$ cat src/rtl/spi_sclk_engine.sv
// spi_sclk_engine: SPI master SCLK, chip-select and shift/sample strobe timing for all CPOL/CPHA modes
// Define SPI_SCLK_GAP_EN to add cfg_gap and a CS-high GAP state between LAG and DONE.
module spi_sclk_engine #(
    parameter int DIV_W = 8,
    parameter int LEN_W = 5,
    parameter int NCS = 4,
    localparam int CS_W = (NCS > 1) ? $clog2(NCS) : 1
) (
    input  logic             fclk,
    input  logic             preset_n,
    input  logic             start,
    input  logic             abort,
    input  logic             cfg_cpol,
    input  logic             cfg_cpha,
    input  logic [DIV_W-1:0] cfg_div,
    input  logic [LEN_W-1:0] cfg_len,
    input  logic [CS_W-1:0]  cfg_cs,
`ifdef SPI_SCLK_GAP_EN
    input  logic [7:0]       cfg_gap,
`endif
    input  logic             done_ack,
    output logic             sclk,
    output logic [NCS-1:0]   cs_n,
    output logic             shift_stb,
    output logic             sample_stb,
    output logic             busy,
    output logic             done,
    output logic [LEN_W:0]   bit_cnt
);
    typedef enum logic [2:0] {
        IDLE,
        LEAD,
        XFER,
        LAG,
`ifdef SPI_SCLK_GAP_EN
        GAP,
`endif
        DONE
    } state_t;

    state_t state, state_nx;
    logic cpol_q, cpha_q;
    logic [DIV_W-1:0] div_q, cnt;
    logic [LEN_W-1:0] len_q;
    logic [CS_W-1:0] cs_q;
    logic [LEN_W+1:0] edge_k, edge_nx, two_n;
    logic accept, hp_end, tick, odd, last_edge, cs_act;
`ifdef SPI_SCLK_GAP_EN
    logic [7:0] gap_q, gap_cnt;
`endif

    assign accept = state == IDLE && start && !abort;
    assign hp_end = cnt == div_q;
    assign edge_nx = edge_k + (LEN_W+2)'(1);
    assign two_n = {1'b0, len_q, 1'b1} + (LEN_W+2)'(1);
    assign odd = edge_nx[0];
    assign last_edge = edge_nx == two_n;
    assign tick = (state == LEAD || state == XFER) && hp_end && !abort;
    assign cs_act = state == LEAD || state == XFER || state == LAG;
    assign busy = state != IDLE && state != DONE;
    assign done = state == DONE;

    always_comb begin
        state_nx = state;
        case (state)
            IDLE: state_nx = accept ? LEAD : IDLE;
            LEAD: state_nx = hp_end ? XFER : LEAD;
            XFER: state_nx = (hp_end && last_edge) ? LAG : XFER;
`ifdef SPI_SCLK_GAP_EN
            LAG:  state_nx = hp_end ? GAP : LAG;
            GAP:  state_nx = (gap_cnt == gap_q) ? DONE : GAP;
`else
            LAG:  state_nx = hp_end ? DONE : LAG;
`endif
            DONE: state_nx = done_ack ? IDLE : DONE;
            default: state_nx = IDLE;
        endcase
        if (abort)
            state_nx = IDLE;
    end

    always_comb begin
        cs_n = '1;
        for (int i = 0; i < NCS; i++)
            cs_n[i] = !(cs_act && cs_q == CS_W'(i));
    end

    always_ff @(posedge fclk or negedge preset_n)
        if (!preset_n)
            state <= IDLE;
        else
            state <= state_nx;

    always_ff @(posedge fclk or negedge preset_n) begin
        if (!preset_n) begin
            cpol_q     <= 1'b0;
            cpha_q     <= 1'b0;
            div_q      <= '0;
            len_q      <= '0;
            cs_q       <= '0;
            cnt        <= '0;
            edge_k     <= '0;
            sclk       <= 1'b0;
            shift_stb  <= 1'b0;
            sample_stb <= 1'b0;
            bit_cnt    <= '0;
`ifdef SPI_SCLK_GAP_EN
            gap_q      <= '0;
            gap_cnt    <= '0;
`endif
        end else begin
            shift_stb  <= 1'b0;
            sample_stb <= 1'b0;
            cnt <= (cs_act && state_nx == state && !hp_end) ? cnt + DIV_W'(1) : '0;
            if (state == IDLE || state_nx == IDLE)
                sclk <= cfg_cpol;
            if (accept) begin
                cpol_q    <= cfg_cpol;
                cpha_q    <= cfg_cpha;
                div_q     <= cfg_div;
                len_q     <= cfg_len;
                cs_q      <= cfg_cs;
                edge_k    <= '0;
                bit_cnt   <= '0;
                shift_stb <= !cfg_cpha;
`ifdef SPI_SCLK_GAP_EN
                gap_q     <= cfg_gap;
`endif
            end
            // odd edges lead; CPHA picks which edge samples, the other shifts (no shift after the final edge)
            if (tick) begin
                sclk       <= ~sclk;
                edge_k     <= edge_nx;
                sample_stb <= cpha_q ^ odd;
                shift_stb  <= cpha_q ? odd : (!odd && !last_edge);
                if (cpha_q ^ odd)
                    bit_cnt <= bit_cnt + (LEN_W+1)'(1);
            end
`ifdef SPI_SCLK_GAP_EN
            gap_cnt <= (state == GAP && state_nx == GAP) ? gap_cnt + 8'd1 : 8'd0;
`endif
        end
    end
endmodule
$ cat config.mk
export PLATFORM = sky130hd
export DESIGN_NAME = spi_sclk_engine
export DESIGN_NICKNAME = d
export VERILOG_FILES = /design/src/rtl/spi_sclk_engine.sv
export SDC_FILE = /design/constraint.sdc
export NUM_CORES = 1
export LEC_CHECK = 0
export BUFFER_PORTS_ARGS = -buffer_cell sky130_fd_sc_hd__buf_2
export CORE_MARGIN = 2
export CORE_UTILIZATION = 50
export CTS_CLUSTER_SIZE = 12
export DETAILED_ROUTE_END_ITERATION = 10
export PLACE_DENSITY = 0.72
export SLEW_MARGIN = 30
export SYNTH_ARGS = -nofsm -noshare
export SYNTH_HDL_FRONTEND = slang
export SYNTH_SLANG_ARGS = --single-unit
$ cat constraint.sdc
create_clock -name fclk -period 3.15 [get_ports fclk]
set_clock_uncertainty 0.2 [all_clocks]
set_input_delay 0.4725 -clock fclk [delete_from_list [all_inputs] [get_ports fclk]]
set_output_delay 0.4725 -clock fclk [all_outputs]
set_load 0.02 [all_outputs]
==> flow_summary.yaml, run 1 <==
status:
  status: "completed"
clock_network:
  cts_inserted_buffers: 5
  clkSinkCount: 43
  ctsResizeCount: 0
  htree_levels: 2
  clkSlewWorstSetupHoldPaths_ns: 0.08
  clkLatencyLatePin_ns: 0.29
  cts_tree: "done"
  cts-root-buf: "clkbuf_8"
  cts_buffer_depth: 2
sta:
  worstMarginPinSlew_ns: 0.559
  hold_viol_final: 0
  setup-tns-final_ns: 0
  max_slew_margin: 0.625
  setup_violations: 0
  post-route-period-util: 0.722
  fmax_mhz: 440
  rsz0062_at_grt: "false"
  final_max_slew_viol_count: 0
  holdWs_ns: 0.165
  final.setup.worst_slack_ns: 0.875
  fin_crit_ns: 2.27
setup_path:
  cp_data_arrival_time_ns: 2.26
  path_cells: "xor2_1 > nor4_4 > and3_4 > mux2_2 > a22o_1"
  worst_path_max_delay_cell: "dfrtp_1"
  r2r_cells: 5
  path_class: "flip-flop to flip-flop"
  crit_path_max_incr_delay_ns: 0.44
  required_ns: 3.14
  start_kind: "flip-flop"
  worstSetupEndpointType: "flip-flop"
  path_max_fanout: 12
cells_and_area:
  post-route-util: 0.601
  nets: 301
  drive_gt1_frac: 0.225
  area_growth_pct: 14.9
  fill_cells: 381
  seqCellArea_mm2: 0.00108
  multiInputGateArea_mm2: 0.00116
  instances_no_fill: 328
  diodes: 0
drt:
  drt_first_pass_iters: 4
  viasPerCell: 5.24
  routed_wl_mm: 4.21
  vias: 1719
  drt_iter0_markers: 91
  post_drt_wl_per_cell_um: 12.8
  antenna_left: 0
  drc: 0
place:
  placed_cells: 319
  port_buffers: 36
  post-place-ws_ns: 0.838
  dp_hpwl_mm: 3.05
  gp_congestion: 0.806
floorplan:
  num_rows: 24
  num_io_pins: 37
  dieHeight_um: 72.0
  core-area_mm2: 0.00441
  die-width_um: 72.0
  initial_core_util: 0.523
  dieArea_mm2: 0.00518
worst_hold_path:
  hold_depth: 3
  hp-class: "input port to flip-flop"
synthesis:
  seq_area_frac_synth: 0.466
  synth-edff-count: 0
  syn_inst: 236
  yosysUniqueCellTypes: 44
  async_flop_share: 1.00
  ys.flop_type: "dfrtp_1"
  yosys_warnings: 0
  synth_seq_cells: 43
  synth_area_per_cell_um2: 9.79
  syn_nets: 262
  synth.cell_area_mm2: 0.00231
pwr:
  leakagePower_uw: 0.00138
  p_per_area_mw_per_mm2: 507
  ir_drop_v: 0.000295
global_routing:
  grtUsageTotal: 0.188
  overflow: 0
  antenna_found_initial: 0
  grt_pass1_wl_mm: 7.63
  grt_pass1_vias: 1648
  grt_max_degree: 44
job:
  maxCapViolCount: 0
==> cell usage in the layout (no fill, tap or decap), drive strengths merged, types with 3 or more instances in the layout <==
master,Yosys,final
nor4,3,3
nand2,56,56
inv,7,7
a21oi,3,3
xor2,19,19
o21ai,7,7
mux2,4,4
xnor2,9,9
nor2,18,18
nand3,18,18
ha,4,4
and3,12,12
dfrtp,43,43
clkbuf,2,6
buf,5,38
==> cells by family (layout without fill, tap and decap cells) <==
| kind of cell | Yosys count | after routing | synth area share |
|---|---|---|---|
| compound gates | 19 | 19 | 0.0553 |
| xor+xnor | 30 | 30 | 0.126 |
| fa+ha+maj | 4 | 4 | 0.0217 |
| buf+inv | 14 | 54 | 0.0336 |
| flops | 43 | 43 | 0.466 |
| mux | 6 | 6 | 0.0282 |
| simple gates | 120 | 120 | 0.270 |
==> worst max-delay path, delay by kind of cell (launching register included) <==
| kind | cells | cell delay [ns] |
|---|---|---|
| flops | 1 | 0.44 |
| mux | 1 | 0.34 |
| xor+xnor | 1 | 0.21 |
| compound gates | 1 | 0.22 |
| simple gates | 2 | 0.76 |
==> cell type report <==
cell class | count | area share
Clock buffer | 6 | 0.0311
Clock inverter | 2 | 0.0132
Inverter | 7 | 0.00990
Multi-Input combinational cell | 179 | 0.438
Sequential cell | 43 | 0.405
Tap cell | 52 | 0.0245
Timing Repair Buffer | 39 | 0.0783
==> power breakdown <==
group | switching (uW) | internal [uW]
Clock | 185 | 257
Sequential | 50.1 | 603
Combinational | 140 | 111
==> flip-flops by register name (all words and copies together), names as in the netlist <==
signal      count
sclk            1
bit_cnt         6
div_q           8
shift_stb       1
edge_k          7
cs_q            2
sample_stb      1
cnt             8
state           3
cpha_q          1
len_q           5
==> per-stage QoR <==
stage / cell area, um2 / total power [uW]
5_1_grt: 2650 / 1420
3_3_place_gp: 2520 / 913
3_5_place_dp: 2520 / 919
2_1_floorplan: 2310 / 847
6_report: 2650 / 1350
4_1_cts: 2640 / 1360
==> per-layer routing <==
| metal | vias up | wire length, um | track usage |
|---|---|---|---|
| met1 | 800 | 2090 | 0.270 |
| met4 | 0 | 45 | 0.0440 |
| met3 | 5 | 210 | 0.0486 |
| met2 | 39 | 1870 | 0.289 |
| li1 | 875 | - | - |
| met5 | - | 0 | 0 |
==> Yosys cell counts (all sizes together) (2+ instances only) <==
cell type	n	area [um2]
inv	7	26.3
mux2	4	45.0
ha	4	50.1
dfrtp	43	1080
buf	5	43.8
nand3b	2	15.0
nor2	18	70.1
or4	2	15.0
mux2i	2	20.0
clkbuf	2	7.51
a21oi	3	15.0
nor3	2	10.0
nand3	18	90.1
nand2	56	210
xnor3	2	45.0
xnor2	9	78.8
nor4	3	48.8
nand4	2	27.5
nor3b	2	20.0
and3	12	83.8
xor2	19	166
o21ai	7	35.0
==> worst paths after layout <==
kind | end | start | slack [ns]
setup / recovery | bit_cnt[4]$_DFF_PN0_ | cnt[0]$_DFF_PN0_ | 0.88
hold / removal | div_q[6]$_DFFE_PN0P_ | cfg_div[6] | 0.16
setup reg to reg | bit_cnt[4]$_DFF_PN0_ | cnt[0]$_DFF_PN0_ | 0.88
hold reg to reg | cpha_q$_DFFE_PN0P_ | cpha_q$_DFFE_PN0P_ | 0.30
max in group asynchronous | state[0]$_DFF_PN0_ | preset_n | 1.88
min in group asynchronous | cnt[1]$_DFF_PN0_ | preset_n | 0.50
==> repair_timing <==
item	4_1_cts	5_1_grt
setup buffers	0	0
endpoints found under the hold margin	0	7
hold buffers	0	1
Power figures use the tool's default switching activity.
==> inputs of run 2 (changes only) <==
==> constraint.sdc (replaced) <==
create_clock -name fclk -period 2.2 [get_ports fclk]
set_clock_uncertainty 0.2 [all_clocks]
set_input_delay 0.33 -clock fclk [delete_from_list [all_inputs] [get_ports fclk]]
set_output_delay 0.33 -clock fclk [all_outputs]
set_load 0.02 [all_outputs]
==> run 2 against run 1 <==
Against the previous run:
- non-clock buffer count grew 10
- sequential power grew 43%
- core utilization grew 1.2 points
==> flow_summary.yaml, run 2 (same netlist as run 1, synthesis figures left out) <==
cells_and_area:
  diodes: 0
  area_growth_pct: 17.3
  drive_gt1_frac: 0.252
  nets: 311
  reg_top3: "cnt (8), div_q (8), edge_k (7)"
  final_common_cell: "nand2_1"
  final_cell_mix: "nand2_1 (56), dfrtp_1 (43), buf_2 (36)"
clock_network:
  cts-root-buf: "clkbuf_8"
  cts_buffer_depth: 2
  clkSinkCount: 43
  cts_inserted_buffers: 5
  clkLatencyLatePin_ns: 0.29
  clkSlewWorstSetupHoldPaths_ns: 0.08
  cts_tree: "done"
  htree_levels: 2
setup_path:
  worstSetupEndpointType: "flip-flop"
  crit_path_max_incr_delay_ns: 0.44
  reg2reg_slack_ns: 0.14
  path_cells: "xor2_1 > nor4_4 > and3_4 > mux2_2 > a22o_1"
  cp_data_arrival_time_ns: 2.04
  required_ns: 2.18
  start_kind: "flip-flop"
  path_max_fanout: 5
  path_class: "flip-flop to flip-flop"
  worst_path_max_delay_cell: "dfrtp_1"
sta:
  fmax_mhz: 485
  max_slew_margin: 0.749
  hold_viol_final: 0
  holdWs_ns: 0.0229
  setup_violations: 0
  setup-tns-final_ns: 0
  post-route-period-util: 0.937
  rsz0062_at_grt: "false"
  fin_crit_ns: 2.06
  worstMarginPinSlew_ns: 0.373
  final_max_slew_viol_count: 0
place:
  gp_congestion: 0.836
  port_buffers: 36
  dp_hpwl_mm: 3.19
floorplan:
  num_io_pins: 37
  dieArea_mm2: 0.00518
  core-area_mm2: 0.00441
  die-width_um: 72.0
  initial_core_util: 0.523
  dieHeight_um: 72.0
  num_rows: 24
drt:
  viasPerCell: 5.14
  drc: 0
  antenna_left: 0
  post_drt_wl_per_cell_um: 12.8
  vias: 1738
  drt_iter0_markers: 152
  routed_wl_mm: 4.34
  drt_first_pass_iters: 4
pwr:
  leakagePower_uw: 0.00141
  p_per_area_mw_per_mm2: 669
  swShare: 0.296
  p_total_uw: 1810
  power_frac_clock: 0.264
  comb_power_share: 0.220
  p_sw_uw: 536
  p_int_uw: 1280
  ir_drop_v: 0.000367
  seqPwrFrac: 0.517
global_routing:
  grt_max_degree: 44
  antenna_found_initial: 0
  grt_pass1_vias: 1635
  overflow: 0
  grtUsageTotal: 0.187
  grt_pass1_wl_mm: 7.62
worst_hold_path:
  hp-class: "input port to flip-flop"
job:
  maxCapViolCount: 0
status:
  status: "completed"
[run 2: cell count changes in the layout (fill, tap and decap cells not counted), sizes merged]
cell and delta:
buf +10, bufinv -1, clkbuf +1
[run 2: final cells by class]
cell class,instances,area [um2]
clock inverters,1,5.00
multi-input cells,179,1170
fillers,383,1710
inverters,7,26.3
well taps,52,65.1
flip-flops and latches,43,1080
clock buffers,7,76.3
repair buffers,49,293
[run 2: power groups by stage]
stage / registers, uW / clock network (uW) / logic [uW]
6_report: 936 / 478 / 398
3_5_place_dp: 953 / 0 / 392
4_1_cts: 937 / 493 / 395
5_1_grt: 949 / 515 / 448
2_1_floorplan: 940 / 0 / 273
3_3_place_gp: 949 / 0 / 385
[run 2: routing by layer]
layer / vias up / GRT usage / share of wire
met2: 40 / 0.278 / 0.43
met3: 4 / 0.0458 / 0.044
met4: 0 / 0.0461 / 0.0090
met5: - / 0 / 0
li1: 892 / - / -
met1: 802 / 0.278 / 0.51
[run 2: path summary, 6_finish.rpt]
path,cells past startpoint,startpoint,end
setup reg to reg,5,cnt[2]$_DFF_PN0_,bit_cnt[4]$_DFF_PN0_
setup / recovery,5,cnt[2]$_DFF_PN0_,bit_cnt[4]$_DFF_PN0_
max in group asynchronous,3,preset_n,edge_k[2]$_DFFE_PN0P_
min in group asynchronous,3,preset_n,cnt[7]$_DFF_PN0_
hold / removal,3,cfg_div[0],div_q[0]$_DFFE_PN0P_
hold reg to reg,2,cpha_q$_DFFE_PN0P_,cpha_q$_DFFE_PN0P_
[run 2: what timing repair did]
action | 4_1_cts | 5_1_grt
hold endpoints to repair | 43 | 0
buffers inserted | 0 | 1
endpoints found under the setup margin | 0 | 8
hold buffers | 1 | 0
resized for setup | 0 | 2
[run 2: critical path, delay by kind of cell (launching register included)]
family | cells | cell delay (ns)
simple gates | 2 | 0.58
flops | 1 | 0.44
mux | 1 | 0.32
compound gates | 1 | 0.22
xor+xnor | 1 | 0.19
[run 2: metrics by stage]
| stage | cell area, um2 | setup slack [ns] | std cells | utilization |
|---|---|---|---|---|
| 2_1_floorplan | 2310 | 0.0749 | 236 | - |
| 3_3_place_gp | 2600 | 0.131 | 328 | 0.590 |
| 3_5_place_dp | 2600 | 0.0432 | 328 | 0.590 |
| 4_1_cts | 2700 | 0.0344 | 337 | 0.611 |
| 5_1_grt | 2710 | 0.0133 | 338 | 0.614 |
| 6_report | 2710 | 0.139 | 338 | 0.614 |
